===== config.mk =====
export PLATFORM = sky130hd
export DESIGN_NAME = gate_exerciser_flat
export DESIGN_NICKNAME = d
export VERILOG_FILES = /design/src/rtl/gate_exerciser_if.sv /design/src/rtl/gate_exerciser.sv /design/src/flat_wrapper.sv
export SDC_FILE = /design/constraint.sdc
export NUM_CORES = 1
export LEC_CHECK = 0
export CORE_ASPECT_RATIO = 1.1
export CORE_MARGIN = 1.5
export CORE_UTILIZATION = 47
export DETAILED_ROUTE_END_ITERATION = 16
export PLACE_DENSITY = 0.75
export SLEW_MARGIN = 20
export SYNTH_ARGS = -nofsm -noshare
export SYNTH_HDL_FRONTEND = slang
export SYNTH_SLANG_ARGS = --single-unit

===== constraint.sdc =====
create_clock -name clk -period 2 [get_ports clk]
set_clock_uncertainty 0.1 [all_clocks]
set_input_delay 0.2 -clock clk [delete_from_list [all_inputs] [get_ports clk]]
set_output_delay 0.2 -clock clk [all_outputs]
set_load 0.1 [all_outputs]

===== src/rtl/gate_exerciser_if.sv =====
// Control/status and gate-side signals of the gate exerciser.
// The slave modport is the exerciser; the master modport is its host and gate model.
interface gate_exerciser_if #(
    parameter int unsigned N_IN = 2
);
    logic                   start;
    logic                   dut_out;
    logic [N_IN-1:0]        dut_in;
    logic                   busy;
    logic                   done;
    logic                   pass;
    logic [(2**N_IN)-1:0]   fail_vec;
    logic [N_IN:0]          err_count;

    modport slave (
        input  start,
        input  dut_out,
        output dut_in,
        output busy,
        output done,
        output pass,
        output fail_vec,
        output err_count
    );

    modport master (
        output start,
        output dut_out,
        input  dut_in,
        input  busy,
        input  done,
        input  pass,
        input  fail_vec,
        input  err_count
    );
endinterface


===== src/rtl/gate_exerciser.sv =====
// Sweeps every input vector onto a gate cell, samples its output after a settle
// time and checks it against an expected truth table.
module gate_exerciser #(
    parameter int unsigned          N_IN   = 2,
    parameter int unsigned          SETTLE = 2,
    parameter logic [(2**N_IN)-1:0] TRUTH  = 4'b1000
) (
    input  logic             clk,
    input  logic             rst_n,
    gate_exerciser_if.slave  bus
);
    localparam int unsigned NV = 2**N_IN;
    localparam int unsigned IW = N_IN;
    localparam int unsigned EW = N_IN + 1;
    localparam int unsigned CW = 4;

    localparam logic [0:0] S_IDLE  = 1'b0;
    localparam logic [0:0] S_APPLY = 1'b1;

    logic [0:0]    state_q, state_d;
    logic [IW-1:0] idx_q, idx_d;
    logic [CW-1:0] cnt_q, cnt_d;
    logic [IW-1:0] dut_in_q, dut_in_d;
    logic          busy_q, busy_d;
    logic          done_q, done_d;
    logic          pass_q, pass_d;
    logic [NV-1:0] fail_q, fail_d;
    logic [EW-1:0] err_q, err_d;
    logic          mismatch_c;

    // Only meaningful on the sample edge; the FSM ignores it otherwise.
    assign mismatch_c = (bus.dut_out != TRUTH[idx_q]);

    // Next-state and next-output logic.
    always_comb begin
        state_d  = state_q;
        idx_d    = idx_q;
        cnt_d    = cnt_q;
        dut_in_d = dut_in_q;
        busy_d   = busy_q;
        done_d   = 1'b0;
        pass_d   = pass_q;
        fail_d   = fail_q;
        err_d    = err_q;

        case (state_q)
            S_IDLE: begin
                if (bus.start) begin
                    state_d  = S_APPLY;
                    busy_d   = 1'b1;
                    idx_d    = '0;
                    cnt_d    = '0;
                    dut_in_d = '0;
                    pass_d   = 1'b0;
                    fail_d   = '0;
                    err_d    = '0;
                end
            end
            S_APPLY: begin
                if (cnt_q == CW'(SETTLE)) begin
                    cnt_d = '0;
                    if (mismatch_c) begin
                        fail_d[idx_q] = 1'b1;
                        err_d         = err_q + EW'(1);
                    end
                    if (idx_q == IW'(NV - 1)) begin
                        // Pass uses this edge's sample directly, not the registered history alone.
                        state_d  = S_IDLE;
                        busy_d   = 1'b0;
                        dut_in_d = '0;
                        idx_d    = '0;
                        done_d   = 1'b1;
                        pass_d   = (err_q == '0) && !mismatch_c;
                    end else begin
                        idx_d    = idx_q + IW'(1);
                        dut_in_d = idx_q + IW'(1);
                    end
                end else begin
                    cnt_d = cnt_q + CW'(1);
                end
            end
            default: begin
                state_d  = S_IDLE;
                busy_d   = 1'b0;
                dut_in_d = '0;
            end
        endcase
    end

    // State and registered outputs.
    always_ff @(posedge clk or negedge rst_n) begin
        if (!rst_n) begin
            state_q  <= S_IDLE;
            idx_q    <= '0;
            cnt_q    <= '0;
            dut_in_q <= '0;
            busy_q   <= 1'b0;
            done_q   <= 1'b0;
            pass_q   <= 1'b0;
            fail_q   <= '0;
            err_q    <= '0;
        end else begin
            state_q  <= state_d;
            idx_q    <= idx_d;
            cnt_q    <= cnt_d;
            dut_in_q <= dut_in_d;
            busy_q   <= busy_d;
            done_q   <= done_d;
            pass_q   <= pass_d;
            fail_q   <= fail_d;
            err_q    <= err_d;
        end
    end

    assign bus.dut_in    = dut_in_q;
    assign bus.busy      = busy_q;
    assign bus.done      = done_q;
    assign bus.pass      = pass_q;
    assign bus.fail_vec  = fail_q;
    assign bus.err_count = err_q;

endmodule

===== src/flat_wrapper.sv =====
// flat-port wrapper written by rule: the top's interface ports become plain ports
module gate_exerciser_flat 
#(
    parameter int unsigned          N_IN   = 2,
    parameter int unsigned          SETTLE = 2,
    parameter logic [(2**N_IN)-1:0] TRUTH  = 4'b1000
)
  (clk, rst_n, bus_start, bus_dut_out, bus_dut_in, bus_busy, bus_done, bus_pass, bus_fail_vec, bus_err_count);
  gate_exerciser_if #(.N_IN(N_IN)) bus_i ();
  input  logic clk;
  input  logic rst_n;
  input wire logic [$bits(bus_i.start)-1:0] bus_start;
  input wire logic [$bits(bus_i.dut_out)-1:0] bus_dut_out;
  output wire logic [$bits(bus_i.dut_in)-1:0] bus_dut_in;
  output wire logic [$bits(bus_i.busy)-1:0] bus_busy;
  output wire logic [$bits(bus_i.done)-1:0] bus_done;
  output wire logic [$bits(bus_i.pass)-1:0] bus_pass;
  output wire logic [$bits(bus_i.fail_vec)-1:0] bus_fail_vec;
  output wire logic [$bits(bus_i.err_count)-1:0] bus_err_count;
  assign bus_i.start = bus_start;
  assign bus_i.dut_out = bus_dut_out;
  assign bus_dut_in = bus_i.dut_in;
  assign bus_busy = bus_i.busy;
  assign bus_done = bus_i.done;
  assign bus_pass = bus_i.pass;
  assign bus_fail_vec = bus_i.fail_vec;
  assign bus_err_count = bus_i.err_count;
  gate_exerciser #(.N_IN(N_IN), .SETTLE(SETTLE), .TRUTH(TRUTH)) u_core (.clk(clk), .rst_n(rst_n), .bus(bus_i));
endmodule

==> results by group <==
Outcome
  • Result of the run: completed

Final layout
  • Final Non-Filler Cells: 121
  • Sequential cell area: 427.9 sq um
  • Count of inserted antenna diode cells: 0
  • Combined area of the multi-input logic cells: 444.2 sq um
  • Number of nets in the finished design: 116
  • Share of cells above drive strength 1: 26.21%
  • Area Growth Syn to Fin: 20.78%
  • Number of filler instances in the final layout: 156

Timing
  • Number of failing hold endpoints at the final stage: 0
  • Max Transition Viols Final: 0
  • Final worst-path cycle share: 86.13%
  • Unrepaired setup endpoints after global routing: no
  • TNS Setup: 0 ns
  • PnR worst setup slack: 0.2773 ns
  • Max Clock Freq: 580.5 MHz
  • Shortest period the worst path allows: 1.723 ns
  • Number of endpoints failing setup at the final stage: 0
  • Slew at the pin closest to its max-slew limit: 0.5438 ns
  • Relative slew margins: 63.61%

Job
  • MaxCap Viol Count: 0

GRT
  • Pin count of the biggest net entering global routing: 13
  • Wire length of the first global-routing pass: 2960 um
  • GR Overflow Total: 0
  • Total routing resource utilization after global routing: 18.28%
  • Vias in the first global route: 644
  • Antenna violations before repair: 0

CTS
  • TritonCTS clock tree: built
  • Inserted Clock Buffers: 3
  • Post-CTS Hold Fix Bufs: 0
  • Clock latency on the worst-skew pair: 0.30 ns
  • Number of buffers inserted to repair setup after CTS: 0
  • Clk sinks: 17
  • Number of H-tree levels: 1
  • CTS Root Buffer Type: sky130_fd_sc_hd__clkbuf_4
  • Post-CTS Resized: 0
  • Max Buffers Root-to-Sink: 2
  • Post-CTS clock slew at the launch and capture registers of the worst setup and hold paths: 0.11 ns

Critical path
  • Worst path max stage delay: 0.47 ns
  • Cell chain of the critical path: ha_1 > xor2_2 > nand3_2 > mux2_4
  • Reg-to-Reg End: u_core.bus.err_count[0]$_DFFE_PN0P_
  • Element type at the critical path end: flip-flop
  • FF-to-FF setup slack: 0.28 ns
  • Worst setup path category: flip-flop to flip-flop
  • Worst path required time: 2.10 ns
  • Worst R2R Start: u_core.idx_q[0]$_DFFE_PN0P_
  • Number of cells traversed by the worst register-to-register path: 4
  • Slowest cell on the critical path: sky130_fd_sc_hd__dfrtp_2
  • Critical path data arrival time: 1.82 ns
  • CP max FO: 7
  • Crit path launch type: flip-flop

Die
  • Width of the die: 44.80 um
  • Area enclosed by the die boundary: 0.002194 sq mm
  • Number of I/O pins: 16
  • Number of rows created at floorplan: 16
  • Starting density of the core: 50.14%
  • Core Footprint: 0.001802 sq mm
  • Die height: 48.98 um

Detailed routing
  • Number of detailed-route iterations in the first pass: 4
  • Number of DRC violations after detailed routing: 0
  • Detailed-route wire length: 1784 um
  • Drt first-iter violations: 7
  • Vias: 681
  • Post-detailed-route count of antenna-violating nets: 0
  • Wire per inst: 14.74 um
  • Routed vias/inst: 5.628

Logic synthesis
  • Most frequently used flop master after synthesis: sky130_fd_sc_hd__dfrtp_1
  • Sequential area share after synthesis: 47.09%
  • Distinct cell type count of the synthesized netlist: 29
  • Post-synthesis net count: 95
  • Number of flops mapped to enable cells by yosys: 0
  • Proportion of register bits with asynchronous set or reset after synthesis: 100.0%
  • Netlist Area Pre-Place: 903.4 sq um
  • Portion of synthesized cell area occupied by the leading cell type: 47.09%
  • Top cells by area in the synthesized netlist: sky130_fd_sc_hd__dfrtp_1 47%, sky130_fd_sc_hd__ha_1 11%, sky130_fd_sc_hd__nor2_1 4.2%, sky130_fd_sc_hd__nand2_1 2.9%, sky130_fd_sc_hd__a22o_1 2.9%
  • Largest area contributor in the synthesized netlist: sky130_fd_sc_hd__dfrtp_1
  • Number of instances in the synthesized netlist: 83
  • Number of synthesis warnings: 0
  • Avg Inst Size Synth: 10.88 sq um
  • Number of register bits inferred by synthesis: 17

Place
  • Cell Count Post-Placement: 117
  • Number of port buffers: 15
  • Post-DP HPWL: 1281 um
  • Routability congestion estimate: 0.7519
  • Setup Slack @ Placement: 0.2574 ns

Hold path
  • Class of the most critical hold timing path: primary input to asynchronous set/reset pin
## sequential cells by signal, indices dropped and copies added (netlist names)
name	count
u_core.bus.busy	1
u_core.bus.err_count	3
u_core.bus.pass	1
u_core.cnt_q	4
u_core.state_q	1
u_core.bus.done	1
u_core.idx_q	2
u_core.bus.fail_vec	4
## worst max-delay path: cells and delay by family (launching register included)
| family | cells | cell delay (ns) |
|---|---|---|
| mux | 1 | 0.32 |
| fa+ha+maj | 1 | 0.28 |
| xor+xnor | 1 | 0.30 |
| flops | 1 | 0.47 |
| simple gates | 1 | 0.15 |
## cell families (layout without fill, tap and decap cells)
group | count (synthesis) | count (layout) | synth area share [%]
simple gates | 28 | 28 | 17.04
compound gates | 17 | 17 | 14.41
flops | 17 | 17 | 47.09
fa+ha+maj | 8 | 8 | 11.08
buf+inv | 8 | 28 | 3.739
xor+xnor | 3 | 3 | 3.740
mux | 2 | 2 | 2.908
## cells in the final DEF (no fill, tap or decap), types with 2 or more instances in the layout
master                            netlist  layout
sky130_fd_sc_hd__nand3_1                2       2
sky130_fd_sc_hd__nand2_1                7       7
sky130_fd_sc_hd__a22o_1                 3       3
sky130_fd_sc_hd__nor2_1                10      10
sky130_fd_sc_hd__clkbuf_4               0       3
sky130_fd_sc_hd__inv_1                  5       5
sky130_fd_sc_hd__clkdlybuf4s50_1        0       3
sky130_fd_sc_hd__dfrtp_1               17      15
sky130_fd_sc_hd__nor2b_1                3       3
sky130_fd_sc_hd__xnor2_1                2       2
sky130_fd_sc_hd__a41oi_1                3       3
sky130_fd_sc_hd__o2bb2ai_1              2       2
sky130_fd_sc_hd__buf_4                  0      16
sky130_fd_sc_hd__a21o_1                 2       2
sky130_fd_sc_hd__ha_1                   8       8
sky130_fd_sc_hd__dfrtp_2                0       2
## layout make-up
cell class	count	area share (%)
Timing Repair Buffer	19	13.76
Sequential cell	17	39.22
Clock buffer	3	2.064
Inverter	5	1.720
Tap cell	18	2.064
Clock inverter	1	0.4587
Multi-Input combinational cell	58	40.71
## synth_stat cells (all sizes together), types with 2 or more instances
cell type	n
nand3	3
a21o	2
a41oi	3
o21ai	2
dfrtp	17
o2bb2ai	2
nand2	7
nor2b	3
mux2	2
inv	5
ha	8
nor2	10
a22o	3
xnor2	2
buf	3
## per-stage QoR
stage	cell area, sq um	hold WS [ns]	util (%)
2_1_floorplan	905.9	-0.1956	-
3_3_place_gp	1064	0.3651	59.03
3_5_place_dp	1064	0.3863	59.03
4_1_cts	1091	0.08880	60.56
5_1_grt	1091	0.08242	60.56
6_report	1091	0.07379	60.56
## worst max-delay path by stage
stage | from | endpoint | slack, ns | cells after the start
after floorplan | u_core.idx_q[0]$_DFFE_PN0P_ | u_core.bus.err_count[0]$_DFFE_PN0P_ | 0.09 | 4
after global placement | bus_dut_out | u_core.bus.err_count[0]$_DFFE_PN0P_ | 0.27 | 4
after detailed placement | bus_dut_out | u_core.bus.err_count[0]$_DFFE_PN0P_ | 0.26 | 4
after CTS | u_core.idx_q[0]$_DFFE_PN0P_ | u_core.bus.err_count[0]$_DFFE_PN0P_ | 0.28 | 4
after global routing | u_core.idx_q[0]$_DFFE_PN0P_ | u_core.bus.err_count[0]$_DFFE_PN0P_ | 0.19 | 4
final | u_core.idx_q[0]$_DFFE_PN0P_ | u_core.bus.err_count[0]$_DFFE_PN0P_ | 0.28 | 4
## routing by layer
| layer | vias up | track usage (%) | wire [um] |
|---|---|---|---|
| met5 | - | 0 | 0 |
| met3 | 4 | 3.333 | 37 |
| met1 | 339 | 26.38 | 838 |
| li1 | 326 | - | - |
| met4 | 0 | 7.353 | 29 |
| met2 | 12 | 26.81 | 879 |
Power is left out: the tool's default activity adds up to more than one toggle a clock period on the data nets, which glitch-free logic cannot reach.
==> edit 1 (same settings) <==
The localparam `CW` goes from 4 to 5.
--- a/src/rtl/gate_exerciser.sv
+++ b/src/rtl/gate_exerciser.sv
@@ -14,3 +14,3 @@
     localparam int unsigned EW = N_IN + 1;
-    localparam int unsigned CW = 4;
+    localparam int unsigned CW = 5;
 
Behaviour: same outputs for any inputs over 10 cycles, from zero or initial values and one cycle with rst_n low; that may be too few to reach the edited logic, so the function may still have changed.
==> edit 1 against the original RTL <==
- utilization down 0.59 points
- critical path type unchanged
- setup slack worse by 170 ps
- final area rose by 8.7%
- highest routed layer unchanged
- wire length grew 7.3%
- synthesized cell count increased by 23%
- count of clock-buffer cells in the layout up 1
- sequential cell count increased by 1
- area after synthesis grew 7.9%
- sequential share of layout area fell by 1.0 points
Power is not shown: default switching activity piles up to over one toggle a cycle in this logic, so the estimate is an artifact.
==> edit 1: results (changes against the original RTL) <==
final-layout fill cell count=182 (was 156); Initial DRC Count=26 (was 7); initial antenna violation count=0 (unchanged); Clk pin slew, worst setup/hold paths=110 ps (about the same); cell family with most CP delay=simple AND/OR/NAND/NOR gates (was flip-flops); Met3 Routed Length=97 um (was 37 um); Distinct cells, synth=26 (was 29); first-pass GRT wire length=3160 um (was 2960 um); met2 GRT Util=29.9% (was 26.8%); Synth area leaders=dfrtp_1 46%, ha_1 10%, o21ai_0 5.1% (was dfrtp_1 47%, ha_1 11%, nor2_1 4.2%); relative slew slack=74.8% (was 63.6%); Final period util=94.7% (was 86.1%); critical path arrival=2030 ps (was 1820 ps); DRT met1 WL=861 um (was 838 um); Post-synth top cells=18 x dfrtp_1, 13 x nand2_1, 10 x inv_1, 10 x o21ai_0, 8 x ha_1 (was 17 x dfrtp_1, 10 x nor2_1, 8 x ha_1); Setup Buffers After CTS=0 (unchanged); hold slack=119 ps (was 73.8 ps); delay of the slowest critical-path stage=510 ps (was 470 ps); ys async rst share=100% (unchanged); largest net degree at the start of global routing=19 (was 13); M1 GR Usage=24.4% (was 26.4%); layout cells sized above 1=19.8% (was 26.2%); RR Endpoint=u_core.bus.err_count[2] (was u_core.bus.err_count[0]); slowest CP cell=or4_1 (was dfrtp_2); post-DR wirelength/cell=12.9 um (was 14.7 um); syn_nets=114 (was 95); vias in the first global route=728 (was 644); R2R Path Start=u_core.cnt_q[0] (was u_core.idx_q[0]); IO buf count=15 (unchanged); Worst R2R Setup Slack=110 ps (was 280 ps); TritonCTS buffer count=3 (unchanged); GR Util All Layers=18.9% (was 18.3%); DP HPWL=1400 um (was 1280 um); DP Worst Slack=140 ps (was 257 ps); status=finished, final reports clean (unchanged); CP Max Fanout=5 (was 7); Global Route met3 Usage=6.47% (was 3.33%); Vias/cell=5.37 (was 5.63); Largest Register=u_core.cnt_q; sequential share of the synthesized area=46.2% (was 47.1%); nets@finish=134 (was 116); Placer Congestion=0.819 (was 0.752)
==> edit 1: per-stage QoR <==
stage	cell area (um2)	utilization [%]	cells
6_report	1190	60.0	149
5_1_grt	1190	60.0	149
4_1_cts	1190	60.0	149
3_5_place_dp	1150	58.1	145
3_3_place_gp	1150	58.1	145
2_1_floorplan	977	-	102
==> edit 1: logic make-up (layout without fill, tap and decap cells) <==
group,Yosys count,count (layout),synth area share [%]
AOI/OAI and AO/OA,27,27,17.1
xor gates and xnor gates,5,5,4.49
adders and majority gates,8,8,10.3
buffers and inverters,15,34,5.90
DFF,18,18,46.2
muxes,1,1,1.03
and+or+nand+nor,28,28,15.0
==> edit 1: cell type report <==
class | instances | share of cell area [%]
well taps | 28 | 2.95
inverters | 10 | 3.16
clock buffers | 4 | 3.06
multi-input cells | 69 | 39.3
repair buffers | 20 | 13.3
flip-flops and latches | 18 | 38.2
==> edit 2 (same flow settings) <==
Without the edit above. Reset style: synchronous (`rst_n`), changed in one clocked block.
--- a/src/rtl/gate_exerciser.sv
+++ b/src/rtl/gate_exerciser.sv
@@ -90,3 +90,3 @@
     // State and registered outputs.
-    always_ff @(posedge clk or negedge rst_n) begin
+    always_ff @(posedge clk) begin
         if (!rst_n) begin
Function: differs if rst_n is asserted again (counterexample within 4 cycles, from zero or initial values and one cycle with rst_n low); with rst_n held inactive, the same outputs for 10 cycles.
==> edit 2 against the original RTL <==
- wire length fell by 13%
- critical path type unchanged
- largest cell class unchanged
- setup slack improved by 46 ps
- non-clock buffer count is 3 lower
- fmax rose by 2.8%
- worst hold slack better by 300 ps
- critical path depth grew 1
- final area shrank 7.8%
- area after synthesis down 6.9%
- critical endpoint is now u_core.bus.err_count[2]
- sequential cell count stayed put
Power is left out: it rests on default switching activity, and per cell area and clock period it moved more than threefold.
==> edit 2: results (changes against the original RTL) <==
GR Util All Layers=17.2% (was 18.3%); CTS Root Cell=clkbuf_4 (unchanged); ys async rst share=0% (was 100%); syn_area_per_cell=9.24 um2 (was 10.9 um2); DP HPWL=1150 um (was 1280 um); Clk pin slew, worst setup/hold paths=90 ps (was 110 ps); Initial DRC Count=9 (was 7); worst min path class=flip-flop to flip-flop (was input pin to async pin); syn_nets=103 (was 95); status=finished, final reports clean (unchanged); Placer Congestion=0.777 (was 0.752); slowest CP cell=dfxtp_1 (was dfrtp_2); Synth area leaders=dfxtp_1 40%, ha_1 12%, a21boi_0 4.5% (was dfrtp_1 47%, ha_1 11%, nor2_1 4.2%); min Tclk post-route=1680 ps (was 1720 ps); largest net degree at the start of global routing=17 (was 13); sequential share of the synthesized area=40.5% (was 47.1%); placed insts=121 (was 117); post-DR wirelength/cell=12.4 um (was 14.7 um); vias in the first global route=633 (was 644); final-layout fill cell count=141 (was 156); critical path arrival=1770 ps (was 1820 ps); Vias/cell=5.60 (was 5.63); delay of the slowest critical-path stage=400 ps (was 470 ps); CP Max Fanout=12 (was 7); Slew @ Worst Pin=480 ps (was 544 ps); Slew Viols, Final=0 (unchanged); first-pass GRT wire length=2550 um (was 2960 um); layout cells sized above 1=21.3% (was 26.2%); Post-synth top cells=17 x dfxtp_1, 8 x ha_1, 8 x inv_1, 8 x nand2_1, 6 x o21ai_0 (was 17 x dfrtp_1, 10 x nor2_1, 8 x ha_1); Routed WL=1550 um (was 1780 um); Setup Buffers After CTS=0 (unchanged); Distinct cells, synth=31 (was 29)
## edit 2: cell count changes after synthesis, sizes merged, moves of 3 or more
cell	before	now
a22o	3	0
o21ai	2	6
dfxtp	0	17
nor2	10	5
dfrtp	17	0
a31oi	1	4
a21boi	0	6
inv	5	8
## edit 2: worst paths after layout
| path | startpoint | endpoint | depth (start not counted) | slack (ps) |
|---|---|---|---|---|
| worst max-delay path | u_core.cnt_q[0] | u_core.bus.err_count[2] | 5 | 320 |
| worst min-delay path | u_core.bus.fail_vec[1] | u_core.bus.fail_vec[1] | 2 | 380 |
| worst max register to register | u_core.cnt_q[0] | u_core.bus.err_count[2] | 5 | 320 |
| worst min register to register | u_core.bus.fail_vec[1] | u_core.bus.fail_vec[1] | 2 | 380 |
## edit 2: logic make-up (layout without fill, tap and decap cells)
group	count (synthesis)	count (layout)	synth area share [%]
buf+inv	11	28	5.06
mux	1	1	1.19
fa+ha+maj	8	8	11.9
flops	17	17	40.5
compound gates	21	21	17.6
xor+xnor	1	1	1.94
simple gates	32	32	21.9
## edit 2: through the flow
step	instance area [um2]	util [%]	setup WS, ps
floorplan	843	-	71.1
global placement	980	60.7	338
detailed placement	980	60.7	328
CTS	1010	62.3	321
global route	1010	62.3	200
finish	1010	62.3	323
## edit 2: final cells by class
class	count	area, um2	share of cell area (%)
multi-input cells	63	458	45.5
flip-flops and latches	17	343	34.1
repair buffers	16	128	12.7
inverters	8	30.0	2.99
clock buffers	4	26.3	2.61
well taps	17	21.3	2.11
## edit 2: critical path, delay by kind of cell, from the launching register on
kind / cells / cell delay [ps]
and+or+nand+nor: 2 / 550
AOI/OAI and AO/OA: 1 / 250
adders and majority gates: 1 / 220
buffers and inverters: 1 / 60
DFF: 1 / 400
## edit 2: routing by layer
layer	up-vias	part of all wire (%)	track usage, %
li1	356	-	-
met1	320	46	20.3
met2	19	47	29.9
met3	5	4.4	2.31
met4	0	2.7	10.9
met5	-	0	0
